<file path="src/rtl/uart_wb_pkg.sv">
// Shared definitions for the simpleuart_wb configuration/transmit master.
// Register map offsets, select patterns and the sequencer state encoding.
package uart_wb_pkg;

    localparam logic [7:0] UART_CLK_DIV_OFS = 8'h00;
    localparam logic [7:0] UART_DATA_OFS    = 8'h04;
    localparam logic [7:0] UART_CONFIG_OFS  = 8'h08;

    localparam int unsigned CFG_EN_BIT = 0;

    localparam logic [3:0] SEL_WORD = 4'hF;
    localparam logic [3:0] SEL_BYTE = 4'h1;

    typedef enum logic [2:0] {
        StIdle,
        StCfgDiv,
        StCfgRb,
        StCfgEn,
        StTx
    } state_e;

    function automatic logic [31:0] reg_adr(input logic [31:0] base, input logic [7:0] ofs);
        return base | {24'h0, ofs};
    endfunction

endpackage

</file>
<file path="src/rtl/uart_tx_fifo.sv">
// Small synchronous FIFO with occupancy count; Depth must be a power of two.
module uart_tx_fifo #(
    parameter int unsigned Depth = 4,
    parameter int unsigned Width = 8,
    parameter int unsigned CntW  = $clog2(Depth) + 1
) (
    input  logic             clk_i,
    input  logic             rst_ni,
    input  logic             push_i,
    input  logic [Width-1:0] data_i,
    input  logic             pop_i,
    output logic [Width-1:0] data_o,
    output logic             full_o,
    output logic             empty_o,
    output logic [CntW-1:0]  count_o
);

    localparam int unsigned PtrW = $clog2(Depth);

    logic [Width-1:0] mem_q [Depth];
    logic [PtrW-1:0]  wr_ptr_q, wr_ptr_d;
    logic [PtrW-1:0]  rd_ptr_q, rd_ptr_d;
    logic [CntW-1:0]  count_q, count_d;
    logic             push_ok, pop_ok;

    assign full_o  = (count_q == CntW'(Depth));
    assign empty_o = (count_q == '0);
    assign count_o = count_q;
    assign data_o  = mem_q[rd_ptr_q];

    assign push_ok = push_i & ~full_o;
    assign pop_ok  = pop_i & ~empty_o;

    always_comb begin
        wr_ptr_d = wr_ptr_q;
        rd_ptr_d = rd_ptr_q;
        count_d  = count_q;
        // Pointers wrap naturally because Depth is a power of two.
        if (push_ok) begin
            wr_ptr_d = wr_ptr_q + PtrW'(1);
        end
        if (pop_ok) begin
            rd_ptr_d = rd_ptr_q + PtrW'(1);
        end
        case ({push_ok, pop_ok})
            2'b10:   count_d = count_q + CntW'(1);
            2'b01:   count_d = count_q - CntW'(1);
            default: count_d = count_q;
        endcase
    end

    always_ff @(posedge clk_i or negedge rst_ni) begin
        if (!rst_ni) begin
            wr_ptr_q <= '0;
            rd_ptr_q <= '0;
            count_q  <= '0;
        end else begin
            wr_ptr_q <= wr_ptr_d;
            rd_ptr_q <= rd_ptr_d;
            count_q  <= count_d;
        end
    end

    always_ff @(posedge clk_i) begin
        if (push_ok) begin
            mem_q[wr_ptr_q] <= data_i;
        end
    end

endmodule

</file>
<file path="src/rtl/uart_wb_tx_seq.sv">
// Wishbone master that programs simpleuart_wb (divider, readback, enable)
// and then drains a byte FIFO into its DATA register, one write per byte.
module uart_wb_tx_seq
    import uart_wb_pkg::*;
#(
    parameter logic [31:0]      BASE_ADR    = 32'h2000_0000,
    parameter logic [7:0]       CLK_DIV_OFS = UART_CLK_DIV_OFS,
    parameter logic [7:0]       DATA_OFS    = UART_DATA_OFS,
    parameter logic [7:0]       CONFIG_OFS  = UART_CONFIG_OFS,
    parameter int unsigned      FIFO_DEPTH  = 4,
    parameter int unsigned      TMO_W       = 20,
    parameter logic [TMO_W-1:0] TMO_CYC     = TMO_W'(20'hF_FFFF)
) (
    input  logic        wb_clk_i,
    input  logic        wb_rstn_i,
    input  logic [31:0] div_i,
    input  logic        cfg_req_i,
    input  logic [7:0]  tx_data_i,
    input  logic        tx_valid_i,
    output logic        tx_ready_o,
    output logic        cfg_done_o,
    output logic        busy_o,
    output logic        err_o,
    input  logic        err_clr_i,
    output logic        wbm_cyc_o,
    output logic        wbm_stb_o,
    output logic        wbm_we_o,
    output logic [3:0]  wbm_sel_o,
    output logic [31:0] wbm_adr_o,
    output logic [31:0] wbm_dat_o,
    input  logic [31:0] wbm_dat_i,
    input  logic        wbm_ack_i
);

    localparam int unsigned CNT_W = $clog2(FIFO_DEPTH) + 1;

    state_e            state_q, state_d;
    logic              cfg_pend_q, cfg_pend_d;
    logic              cfg_done_q, cfg_done_d;
    logic              err_q, err_d;
    logic [31:0]       div_q, div_d;
    logic [TMO_W-1:0]  tmo_q, tmo_d, tmo_inc;
    logic              bus_q, bus_d;
    logic              we_q, we_d;
    logic [3:0]        sel_q, sel_d;
    logic [31:0]       adr_q, adr_d;
    logic [31:0]       dat_q, dat_d;

    logic              launch;
    state_e            launch_st;
    logic              err_set;
    logic              fifo_push, fifo_pop;
    logic              fifo_full, fifo_empty;
    logic [7:0]        fifo_head;
    logic [CNT_W-1:0]  fifo_count;

    assign fifo_push = tx_valid_i & tx_ready_o;
    assign tmo_inc   = tmo_q + TMO_W'(1);

    uart_tx_fifo #(
        .Depth (FIFO_DEPTH),
        .Width (8),
        .CntW  (CNT_W)
    ) u_fifo (
        .clk_i   (wb_clk_i),
        .rst_ni  (wb_rstn_i),
        .push_i  (fifo_push),
        .data_i  (tx_data_i),
        .pop_i   (fifo_pop),
        .data_o  (fifo_head),
        .full_o  (fifo_full),
        .empty_o (fifo_empty),
        .count_o (fifo_count)
    );

    always_comb begin
        state_d    = state_q;
        cfg_pend_d = cfg_pend_q;
        cfg_done_d = cfg_done_q;
        div_d      = div_q;
        tmo_d      = tmo_q;
        bus_d      = bus_q;
        we_d       = we_q;
        sel_d      = sel_q;
        adr_d      = adr_q;
        dat_d      = dat_q;
        launch     = 1'b0;
        launch_st  = StIdle;
        err_set    = 1'b0;
        fifo_pop   = 1'b0;

        unique case (state_q)
            StIdle: begin
                if (cfg_pend_q) begin
                    launch     = 1'b1;
                    launch_st  = StCfgDiv;
                    cfg_pend_d = 1'b0;
                    cfg_done_d = 1'b0;
                    div_d      = div_i;
                end else if (cfg_done_q && !fifo_empty) begin
                    launch    = 1'b1;
                    launch_st = StTx;
                end
            end
            StCfgDiv, StCfgRb, StCfgEn, StTx: begin
                if (!bus_q) begin
                    // Idle gap cycle between chained accesses; issue now.
                    launch    = 1'b1;
                    launch_st = state_q;
                end else if (wbm_ack_i) begin
                    bus_d   = 1'b0;
                    we_d    = 1'b0;
                    sel_d   = '0;
                    adr_d   = '0;
                    dat_d   = '0;
                    state_d = StIdle;
                    if (state_q == StCfgDiv) begin
                        state_d = StCfgRb;
                    end else if (state_q == StCfgRb) begin
                        if (wbm_dat_i == div_q) begin
                            state_d = StCfgEn;
                        end else begin
                            err_set = 1'b1;
                        end
                    end else if (state_q == StCfgEn) begin
                        cfg_done_d = 1'b1;
                    end else begin
                        fifo_pop = 1'b1;
                    end
                end else if (tmo_inc == TMO_CYC) begin
                    bus_d    = 1'b0;
                    we_d     = 1'b0;
                    sel_d    = '0;
                    adr_d    = '0;
                    dat_d    = '0;
                    err_set  = 1'b1;
                    fifo_pop = (state_q == StTx);
                    state_d  = StIdle;
                end else begin
                    tmo_d = tmo_inc;
                end
            end
            default: state_d = StIdle;
        endcase

        if (launch) begin
            state_d = launch_st;
            bus_d   = 1'b1;
            tmo_d   = '0;
            case (launch_st)
                StCfgDiv: begin
                    we_d  = 1'b1;
                    sel_d = SEL_WORD;
                    adr_d = reg_adr(BASE_ADR, CLK_DIV_OFS);
                    dat_d = div_d;
                end
                StCfgRb: begin
                    we_d  = 1'b0;
                    sel_d = SEL_WORD;
                    adr_d = reg_adr(BASE_ADR, CLK_DIV_OFS);
                    dat_d = '0;
                end
                StCfgEn: begin
                    we_d  = 1'b1;
                    sel_d = SEL_WORD;
                    adr_d = reg_adr(BASE_ADR, CONFIG_OFS);
                    dat_d = '0;
                    dat_d[CFG_EN_BIT] = 1'b1;
                end
                default: begin
                    we_d  = 1'b1;
                    sel_d = SEL_BYTE;
                    adr_d = reg_adr(BASE_ADR, DATA_OFS);
                    dat_d = {24'h0, fifo_head};
                end
            endcase
        end

        cfg_pend_d = cfg_pend_d | cfg_req_i;
        err_d      = err_set | (err_q & ~err_clr_i);
    end

    always_ff @(posedge wb_clk_i or negedge wb_rstn_i) begin
        if (!wb_rstn_i) begin
            state_q    <= StIdle;
            cfg_pend_q <= 1'b1;
            cfg_done_q <= 1'b0;
            err_q      <= 1'b0;
            div_q      <= '0;
            tmo_q      <= '0;
            bus_q      <= 1'b0;
            we_q       <= 1'b0;
            sel_q      <= '0;
            adr_q      <= '0;
            dat_q      <= '0;
        end else begin
            state_q    <= state_d;
            cfg_pend_q <= cfg_pend_d;
            cfg_done_q <= cfg_done_d;
            err_q      <= err_d;
            div_q      <= div_d;
            tmo_q      <= tmo_d;
            bus_q      <= bus_d;
            we_q       <= we_d;
            sel_q      <= sel_d;
            adr_q      <= adr_d;
            dat_q      <= dat_d;
        end
    end

    assign wbm_cyc_o  = bus_q;
    assign wbm_stb_o  = bus_q;
    assign wbm_we_o   = we_q;
    assign wbm_sel_o  = sel_q;
    assign wbm_adr_o  = adr_q;
    assign wbm_dat_o  = dat_q;
    assign cfg_done_o = cfg_done_q;
    assign err_o      = err_q;
    assign tx_ready_o = ~fifo_full;
    assign busy_o     = (state_q != StIdle) | (|fifo_count);

endmodule

</file>
<file path="config.mk">
export PLATFORM = sky130hd
export DESIGN_NAME = uart_wb_tx_seq
export DESIGN_NICKNAME = d
export VERILOG_FILES = /design/src/rtl/uart_wb_pkg.sv /design/src/rtl/uart_tx_fifo.sv /design/src/rtl/uart_wb_tx_seq.sv
export SDC_FILE = /design/constraint.sdc
export NUM_CORES = 1
export LEC_CHECK = 0
export BUFFER_PORTS_ARGS = -buffer_cell sky130_fd_sc_hd__buf_2
export CAP_MARGIN = 40
export CORE_UTILIZATION = 59
export DETAILED_ROUTE_END_ITERATION = 16
export MAX_ROUTING_LAYER = met4
export PLACE_DENSITY_LB_ADDON = 0.15
export SLEW_MARGIN = 30
export SYNTH_ARGS = -nofsm -noshare
export SYNTH_HDL_FRONTEND = slang
export SYNTH_SLANG_ARGS = --single-unit
</file>
<file path="constraint.sdc">
create_clock -name wb_clk_i -period 5.3 [get_ports wb_clk_i]
set_clock_uncertainty 0.1 [all_clocks]
set_input_delay 0 -clock wb_clk_i [delete_from_list [all_inputs] [get_ports wb_clk_i]]
set_output_delay 0 -clock wb_clk_i [all_outputs]
set_load 0.01 [all_outputs]
</file>
==> qor.csv, run 1 <==
metric,value,unit
status,finished clean,
sw frac,0.3792,
relative slew slack,0.4667,
Hold Path Stages,3,
"Top FF cell, synth",dfrtp_1,
number of synthesized flops with an enable pin,32,
peak supply drop,0.0002940,V
core area,10940,sq um
root buffer cell,clkbuf_16,
drt total wl,15.12,mm
Cell Int Power,2.790,mW
reg2reg start,tmo_q[0]$_DFFE_PN0P_,
initial DRC count,206,
Setup Buffers After CTS,0,
Comb power frac,0.374,
CP startpoint,tmo_q[0]$_DFFE_PN0P_,
CP arrival,3940,ps
R2R setup slack,1600,ps
most frequent cells in the layout,"buf_2 (122), dfrtp_1 (102), dlygate4sd3_1 (46)",
Post-Place Cells,789,
Clock Path Buffers,2,
max-cap violations,0,
"Design Area, Final",8307,sq um
DRT Pass-1 Iters,4,
Core Rows,38,
worst slew pin tran,800.0,ps
Fin Setup TNS,0,ps
Area contributors post-synth,"dfrtp_1 (38%), edfxtp_1 (14%), o2bb2ai_1 (5.4%)",
Post-DP Area,7228,sq um
initial antenna violation count,1,
post-synth top area share,0.3807,
sequential share of power,0.376,
switching power,1.704,mW
drt drc,0,
Num Clock Sinks,135,
post-DP HPWL,9.996,mm
full die area,11800,sq um
Area Growth Syn to Fin,23.89,%
largest net degree at the start of global routing,69,
Pwr per Cell Area,541.1,nW/um^2
global placer's final weighted congestion,0.8877,
Multi-input gate area,2665,sq um
synth warn,0,
vias per cell,5.571,
CTS tree,done,
worst hold path class,in2reg,
Post-DRT Antenna Nets,0,
fill count,698,
endpoint class of the critical path,flip-flop,
"Slew Viols, Final",0,
Synth Register Bits,135,
via count,4847,
ys async rst share,0.7630,
Critical Path Fanout Max,9,
wire per inst,17.38,um
fin crit share,0.6988,
Synth area leader,dfrtp_1,
worst hold slack,205.5,ps
Die W,108.6,um
Mean Syn Cell Area,12.21,sq um
layout cell share with drive strength beyond 1,0.2730,
Setup Crit Path Kind,reg2reg,
"Reg clk slew, reported paths",60,ps
worst skew pair latency,410,ps
cell count after synthesis,549,
global-route wire length before repair,24.17,mm
Reg2Reg Depth,13,
final count of hold timing violations,0,
synthesized area,6705,sq um
total grt overflow,0,
Worst setup SP type,flip-flop,
Final setup viols,0,
LEAKAGE,3.779,nW
Tot GR Track Use,0.2855,
min Tclk post-route,3704,ps
vias in the first global route,4899,
CTS HTree Levels,4,
CTS resizes,0,
RSZ-0062 raised after global routing,false,
"commonest non-fill, non-tap cell in the layout",buf_2,
DIE HEIGHT,108.6,um
hold wc startpoint,cfg_req_i,
IO buf count,123,
FF/Latch Area,3540,sq um
"Power, Total",4.494,mW
starting density of the core,0.6132,
CP required,5540,ps
post-synthesis cell type count,68,
final cell count without fillers,870,
fmax,0.2700,GHz
nets,802,
Clk pwr share,0.250,
Ports,153,
CTS Buf Count,17,
sequential area share after synthesis,0.5279,
[logic make-up (layout without fill, tap and decap cells)]
kind of cell | Yosys count | after routing | synth area share
AO/OA/AOI/OAI | 97 | 97 | 0.1200
XOR/XNOR | 54 | 54 | 0.07054
adder cells (fa/ha/maj) | 8 | 8 | 0.01605
buffers and inverters | 101 | 253 | 0.09311
flip-flops | 135 | 135 | 0.5279
multiplexers | 43 | 43 | 0.07949
other | 1 | 30 | 0.0005593
AND/OR/NAND/NOR | 110 | 110 | 0.09237
[metal layers]
layer	up-vias	GRT usage	routed length [um]
met4	0	0.1033	334
met5	-	-	0
met1	2421	0.3417	6382
met3	25	0.06570	574
li1	2250	-	-
met2	151	0.4729	7831
[path summary, 6_finish.rpt]
kind | to
min in group asynchronous | div_q[5]$_DFF_PN0_
hold / removal | cfg_pend_q$_DFF_PN1_
setup reg to reg | u_fifo.count_o[2]$_DFFE_PN0P_
hold reg to reg | wbm_dat_o[5]$_DFFE_PN0P_
setup / recovery | u_fifo.count_o[2]$_DFFE_PN0P_
max in group asynchronous | cfg_pend_q$_DFF_PN1_
[cells in the mapped netlist (3+ instances only)]
cell type  number
o21ai_0        12
nand4_1         4
mux2i_1        33
xor2_1         39
nand2_1        18
xnor2_1        15
buf_6           3
inv_1          44
o31ai_1         3
clkbuf_8        6
edfxtp_1       32
buf_2           5
nand3_1        17
nor2_1         21
mux4_2          8
or2_2           3
and3_1          7
o2bb2ai_1      41
buf_4          34
a21o_1          9
dfrtp_1       102
a21oi_1         4
nand2b_1        4
nor4_1         10
clkbuf_1        8
a22o_1          3
nor3_1          4
ha_1            7
[repair_timing]
item	4_1_cts	5_1_grt
endpoints found under the hold margin	137	0
hold buffers	47	0
endpoints found under the setup margin	0	0
[state kept, by name, summed over array words and instances (netlist names), 2 cells and up]
register / cells
wbm_adr_o: 2
u_fifo.count_o: 3
u_fifo.mem_q: 32
wbm_sel_o: 2
div_q: 32
state_q: 3
tmo_q: 20
wbm_dat_o: 32
u_fifo.rd_ptr_q: 2
u_fifo.wr_ptr_q: 2
[power by group through the flow]
stage	Combinational (mW)	Sequential (mW)	Clock [mW]
2_1_floorplan	1.17	1.67	0
6_report	1.68	1.69	1.12
4_1_cts	1.67	1.69	1.14
3_3_place_gp	1.56	1.68	0
3_5_place_dp	1.63	1.70	0
5_1_grt	1.84	1.73	1.19
[critical path: stages, from the launching register on]
cell      delay, ps
dfrtp_1         470
ha_1            380
nand2_1         140
or4_4           510
a221oi_2        330
o2111a_2        350
o21ai_0         170
inv_1           130
ha_1            200
inv_1            60
fa_1            380
xor2_1          150
nor2_1          110
xor2_1          140
[final cells by class]
type                    instances  area share
flip-flops and latches        135      0.4261
well taps                     140     0.02109
clock inverters                14     0.01672
diodes                          1   0.0003013
repair buffers                177      0.1434
multi-input cells             341      0.3208
clock buffers                  18     0.05166
inverters                      44     0.01988
[metrics by stage]
| stage | utilization | setup slack [ps] |
|---|---|---|
| global placement | 0.6578 | 1816 |
| finish | 0.7596 | 1596 |
| floorplan | - | 2046 |
| CTS | 0.7569 | 1624 |
| global route | 0.7596 | 1276 |
| detailed placement | 0.6610 | 1719 |
Note: power is estimated with default switching activity, not from simulation.
==> run 2, diff against run 1 <==
--- a/config.mk
+++ b/config.mk
@@ -7,7 +7,7 @@
 export LEC_CHECK = 0
 export BUFFER_PORTS_ARGS = -buffer_cell sky130_fd_sc_hd__buf_2
 export CAP_MARGIN = 40
-export CORE_UTILIZATION = 59
+export CORE_UTILIZATION = 54
 export DETAILED_ROUTE_END_ITERATION = 16
 export MAX_ROUTING_LAYER = met4
 export PLACE_DENSITY_LB_ADDON = 0.15
==> constraint.sdc (replaced) <==
create_clock -name wb_clk_i -period 3.8 [get_ports wb_clk_i]
set_clock_uncertainty 0.1 [all_clocks]
set_input_delay 0 -clock wb_clk_i [delete_from_list [all_inputs] [get_ports wb_clk_i]]
set_output_delay 0 -clock wb_clk_i [all_outputs]
set_load 0.01 [all_outputs]
==> qor.csv, run 2 (same netlist as run 1, synthesis figures left out) <==
metric,value,unit,change
worst hold path class,in2reg,,
Hold Path Stages,7,,+4
reg2reg start,tmo_q[0]$_DFFE_PN0P_,,
hold wc startpoint,wbm_dat_i[31],,
initial DRC count,201,,-2.4%
CTS tree,done,,
Tot GR Track Use,0.2542,,-0.03122
vias per cell,5.373,,-3.6%
CTS Buf Count,17,,unchanged
R2R Path End,u_fifo.count_o[2]$_DFFE_PN0P_,,
largest net degree at the start of global routing,45,,-35%
wire per inst,16.63,um,-4.3%
Clock Path Buffers,2,,unchanged
DRT Pass-1 Iters,4,,unchanged
Setup Buffers After CTS,0,,unchanged
layout cell share with drive strength beyond 1,0.2722,,-0.0007469
"Power, Total",6.295,mW,+40%
core area,12060,sq um,+10%
post-DP HPWL,10.04,mm,+0.41%
min Tclk post-route,3535,ps,-168.9 ps
LEAKAGE,3.793,nW,+0.38%
relative slew slack,0.4651,,-0.001625
initial antenna violation count,0,,-1
via count,4830,,-0.35%
Ant. Diodes,0,,-1
starting density of the core,0.5559,,-0.05725
Area Growth Syn to Fin,24.61,%,
Pwr per Cell Area,753.3,nW/um^2,+39%
Reg2Reg Depth,13,,unchanged
Ports,153,,unchanged
RSZ-0062 raised after global routing,false,,
nets,804,,+0.25%
R2R setup slack,270,ps,-1330 ps
Post-DP Area,7278,sq um,+0.69%
"Design Area, Final",8356,sq um,+0.59%
Critical Path Fanout Max,9,,unchanged
"commonest non-fill, non-tap cell in the layout",buf_2,,
root buffer cell,clkbuf_16,,
final count of hold timing violations,0,,unchanged
"Slew Viols, Final",0,,unchanged
drt total wl,14.95,mm,-1.2%
Fin Setup TNS,0,ps,unchanged
full die area,12870,sq um,+9.1%
"Reg clk slew, reported paths",60,ps,about the same
worst skew pair latency,420,ps,about the same
most frequent cells in the layout,"buf_2 (122), dfrtp_1 (102), dlygate4sd3_1 (47)",,
status,finished clean,,
worst slew pin tran,802.4,ps,+2.437 ps
worst hold slack,184.0,ps,-21.45 ps
peak supply drop,0.0004705,V,+60%
CP required,4030,ps,-1510 ps
DIE HEIGHT,113.4,um,+4.4%
Die W,113.4,um,+4.4%
Post-DRT Antenna Nets,0,,unchanged
fmax,0.2829,GHz,+4.8%
total grt overflow,0,,unchanged
Num Clock Sinks,135,,unchanged
CTS resizes,0,,unchanged
drt drc,0,,unchanged
final core occ,0.6927,,-0.06687
CTS HTree Levels,4,,unchanged
Final setup viols,0,,unchanged
global-route wire length before repair,24.23,mm,+0.23%
CP arrival,3770,ps,-170 ps
IO buf count,123,,unchanged
global placer's final weighted congestion,0.8672,,-2.3%
endpoint class of the critical path,flip-flop,,
Core Rows,40,,+5.3%
Worst setup SP type,flip-flop,,
vias in the first global route,4892,,-0.14%
max-cap violations,0,,unchanged
Setup Crit Path Kind,reg2reg,,
fin crit share,0.9302,,+0.2314
Hold Path End,state_q[1]$_DFFE_PN0P_,,
run 2: layout make-up:
cell class / count / area, sq um
sequential: 135 / 3540
fill: 853 / 3706
timing repair buffer: 179 / 1189
clock buffer: 21 / 461.7
tap: 168 / 210.2
inverter: 44 / 165.2
multi-input combinational: 341 / 2665
clock inverter: 11 / 125.1
run 2: repair_timing:
action	in CTS	in global routing
hold buffers	48	0
endpoints found under the setup margin	0	0
hold endpoints to repair	179	0
run 2: layer usage:
| metal | track usage | wire [um] | vias to the layer above | share of wire |
|---|---|---|---|---|
| li1 | - | - | 2238 | - |
| met3 | 0.04038 | 540 | 39 | 0.036 |
| met1 | 0.3090 | 6600 | 2387 | 0.44 |
| met4 | 0.1272 | 512 | 0 | 0.034 |
| met2 | 0.4160 | 7296 | 166 | 0.49 |
| met5 | - | 0 | - | 0 |
run 2: power by group:
group	internal, mW	switching, mW	leakage (nW)	total [mW]
combinational	0.966	1.35	1.92	2.31
sequential	1.99	0.370	1.59	2.36
clock	1.01	0.614	0.283	1.62
total	3.96	2.33	3.79	6.29
run 2: stage by stage:
stage                     std cells  setup WS [ps]
after floorplan                 577          545.6
after global placement          818          393.1
after detailed placement        819          286.4
after CTS                       899          256.3
after global routing            899          18.61
final                           899          265.4
run 2: worst max path at each step:
stage                                    start                       endpoint  slack, ps  depth (start not counted)
final                     tmo_q[0]$_DFFE_PN0P_  u_fifo.count_o[2]$_DFFE_PN0P_        270                         13
after global routing      tmo_q[0]$_DFFE_PN0P_  u_fifo.count_o[2]$_DFFE_PN0P_         20                         13
after CTS                 tmo_q[0]$_DFFE_PN0P_  u_fifo.count_o[2]$_DFFE_PN0P_        260                         13
after detailed placement  tmo_q[0]$_DFFE_PN0P_  u_fifo.count_o[2]$_DFFE_PN0P_        290                         13
after global placement    tmo_q[0]$_DFFE_PN0P_  u_fifo.count_o[2]$_DFFE_PN0P_        390                         13
after floorplan           tmo_q[0]$_DFFE_PN0P_  u_fifo.count_o[2]$_DFFE_PN0P_        550                         14
run 2: worst max-delay path, stage by stage (launching register included):
cell and delay [ps]:
dfrtp_1 470, ha_1 360, nand2_1 150, or4_4 500, a221oi_2 340, o2111a_2 280
o21ai_0 130, inv_1 90, ha_1 170, inv_1 60, fa_1 370, xor2_1 150
nor2_1 110, xor2_1 160
==> run 3, diff against run 2 <==
--- a/config.mk
+++ b/config.mk
@@ -11,7 +11,6 @@
 export DETAILED_ROUTE_END_ITERATION = 16
 export MAX_ROUTING_LAYER = met4
 export PLACE_DENSITY_LB_ADDON = 0.15
-export SLEW_MARGIN = 30
 export SYNTH_ARGS = -nofsm -noshare
 export SYNTH_HDL_FRONTEND = slang
 export SYNTH_SLANG_ARGS = --single-unit
==> constraint.sdc (replaced) <==
create_clock -name wb_clk_i -period 3.8 [get_ports wb_clk_i]
set_clock_uncertainty 0.1 [all_clocks]
set_input_delay 0.76 -clock wb_clk_i [delete_from_list [all_inputs] [get_ports wb_clk_i]]
set_output_delay 0.76 -clock wb_clk_i [all_outputs]
set_load 0.01 [all_outputs]
==> qor.csv, run 3 (same netlist as run 1, synthesis figures left out) <==
metric,value,unit,change
"Design Area, Final",7826,sq um,-6.3%
core area,12060,sq um,unchanged
Pwr per Cell Area,784.1,nW/um^2,+4.1%
initial antenna violation count,2,,+2
worst slew pin tran,828.1,ps,+25.75 ps
layout cell share with drive strength beyond 1,0.2924,,+0.02017
RSZ-0062 raised after global routing,false,,
Final setup viols,0,,unchanged
Critical Path Fanout Max,9,,unchanged
Clock Path Buffers,2,,unchanged
via count,4524,,-6.3%
min Tclk post-route,3486,ps,-48.69 ps
LEAKAGE,3.564,nW,-6.0%
full die area,12870,sq um,unchanged
CTS HTree Levels,4,,unchanged
worst skew pair latency,420,ps,about the same
post-DP HPWL,9.923,mm,-1.1%
crit path cell chain,"ha_2, nand2_1, or4_4, a221oi_2, o2111a_2, o21ai_0, inv_1, ha_1, inv_1, fa_1, xor2_1, nor2_1, xor2_1",,
Worst setup SP type,flip-flop,,
worst hold path class,in2async,,
global-route wire length before repair,23.00,mm,-5.1%
reg2reg start,tmo_q[0]$_DFFE_PN0P_,,
root buffer cell,clkbuf_16,,
status,finished clean,,
drt total wl,14.21,mm,-5.0%
CP arrival,3720,ps,-50 ps
R2R Path End,u_fifo.count_o[2]$_DFFE_PN0P_,,
CTS Buf Count,17,,unchanged
Fin Setup TNS,0,ps,unchanged
vias per cell,5.297,,-1.4%
CTS resizes,0,,unchanged
Die W,113.4,um,unchanged
DRT Pass-1 Iters,4,,unchanged
Tot GR Track Use,0.2427,,-0.01158
"Slew Viols, Final",0,,unchanged
most frequent cells in the layout,"buf_2 (124), dfrtp_1 (102), inv_1 (44)",,
Core Rows,40,,unchanged
fin crit share,0.9173,,-0.01281
drt drc,0,,unchanged
largest net degree at the start of global routing,104,,+130%
endpoint class of the critical path,flip-flop,,
CTS tree,done,,
vias in the first global route,4537,,-7.3%
Post-DP Area,7266,sq um,-0.17%
CP max-delay cell,or4_4,,
DIE HEIGHT,113.4,um,unchanged
final count of hold timing violations,0,,unchanged
Area Growth Syn to Fin,16.72,%,
Post-DRT Antenna Nets,0,,unchanged
CP required,4030,ps,about the same
global placer's final weighted congestion,0.8518,,-1.8%
initial DRC count,239,,+19%
peak supply drop,0.0004263,V,-9.4%
"slowest stage delay, CP",500,ps,about the same
starting density of the core,0.5559,,unchanged
wire per inst,16.64,um,about the same
R2R setup slack,310,ps,+50 ps
"Reg clk slew, reported paths",60,ps,about the same
relative slew slack,0.4479,,-0.01717
Hold Buf Count CTS,0,,-100%
Num Clock Sinks,135,,unchanged
IO buf count,123,,unchanged
"commonest non-fill, non-tap cell in the layout",buf_2,,
Reg2Reg Depth,13,,unchanged
fmax,0.2869,GHz,+1.4%
Setup Buffers After CTS,0,,unchanged
max-cap violations,0,,unchanged
total grt overflow,0,,unchanged
Setup Crit Path Kind,reg2reg,,
nets,757,,-5.8%
Ports,153,,unchanged
[run 3: cell count changes in the layout (fill, tap and decap cells not counted), sizes merged]
cell         previous run  this run
dlygate4sd3            47         0
clkbuf                 21        18
diode                   0         2
inv                    45        47
bufinv                  2         1
clkinv                  6         7
clkinvlp                2         3
[run 3: worst max-delay path: cells and delay by family (launching register included)]
kind / cells / cell delay (ps)
adders and majority gates: 3 / 890
DFF: 1 / 480
and+or+nand+nor: 3 / 750
xor gates and xnor gates: 2 / 310
AOI/OAI and AO/OA: 3 / 750
buffers and inverters: 2 / 160
[run 3: metrics by stage]
stage / instances / utilization / hold WS [ps] / total power, mW / setup slack, ps
2_1_floorplan: 577 / - / 364.4 / 3.962 / 545.6
3_3_place_gp: 818 / 0.6016 / 357.0 / 4.537 / 394.1
3_5_place_dp: 820 / 0.6024 / 364.1 / 4.623 / 279.6
4_1_cts: 852 / 0.6482 / 332.9 / 6.186 / 218.6
5_1_grt: 854 / 0.6489 / 353.0 / 6.523 / 62.82
6_report: 854 / 0.6489 / 301.5 / 6.136 / 314.1
[run 3: cell type report]
class                      count  area (sq um)
clock buffer                  18         429.2
multi-input combinational    341          2660
fill                         987          4235
inverter                      44         165.2
antenna                        2         5.005
clock inverter                14         123.9
sequential                   135          3540
timing repair buffer         132         693.2
tap                          168         210.2
[run 3: worst max path at each step]
stage,from,slack [ps],endpoint
after detailed placement,tmo_q[0]$_DFFE_PN0P_,280,u_fifo.count_o[2]$_DFFE_PN0P_
after CTS,tmo_q[0]$_DFFE_PN0P_,220,u_fifo.count_o[2]$_DFFE_PN0P_
after global placement,tmo_q[0]$_DFFE_PN0P_,390,u_fifo.count_o[2]$_DFFE_PN0P_
after floorplan,tmo_q[0]$_DFFE_PN0P_,550,u_fifo.count_o[2]$_DFFE_PN0P_
final,tmo_q[0]$_DFFE_PN0P_,310,u_fifo.count_o[2]$_DFFE_PN0P_
after global routing,tmo_q[0]$_DFFE_PN0P_,60,u_fifo.count_o[2]$_DFFE_PN0P_
[run 3: routing by layer]
| layer | routed length [um] | global-route usage | vias up |
|---|---|---|---|
| met2 | 7102 | 0.3963 | 133 |
| met3 | 529 | 0.04198 | 18 |
| li1 | - | - | 2146 |
| met5 | 0 | - | - |
| met4 | 280 | 0.1009 | 0 |
| met1 | 6295 | 0.3014 | 2227 |
[run 3: power breakdown]
| part | total, mW | internal, mW | switching [mW] |
|---|---|---|---|
| registers | 2.35 | 1.99 | 0.362 |
| clock network | 1.54 | 0.901 | 0.637 |
| logic | 2.25 | 0.932 | 1.31 |
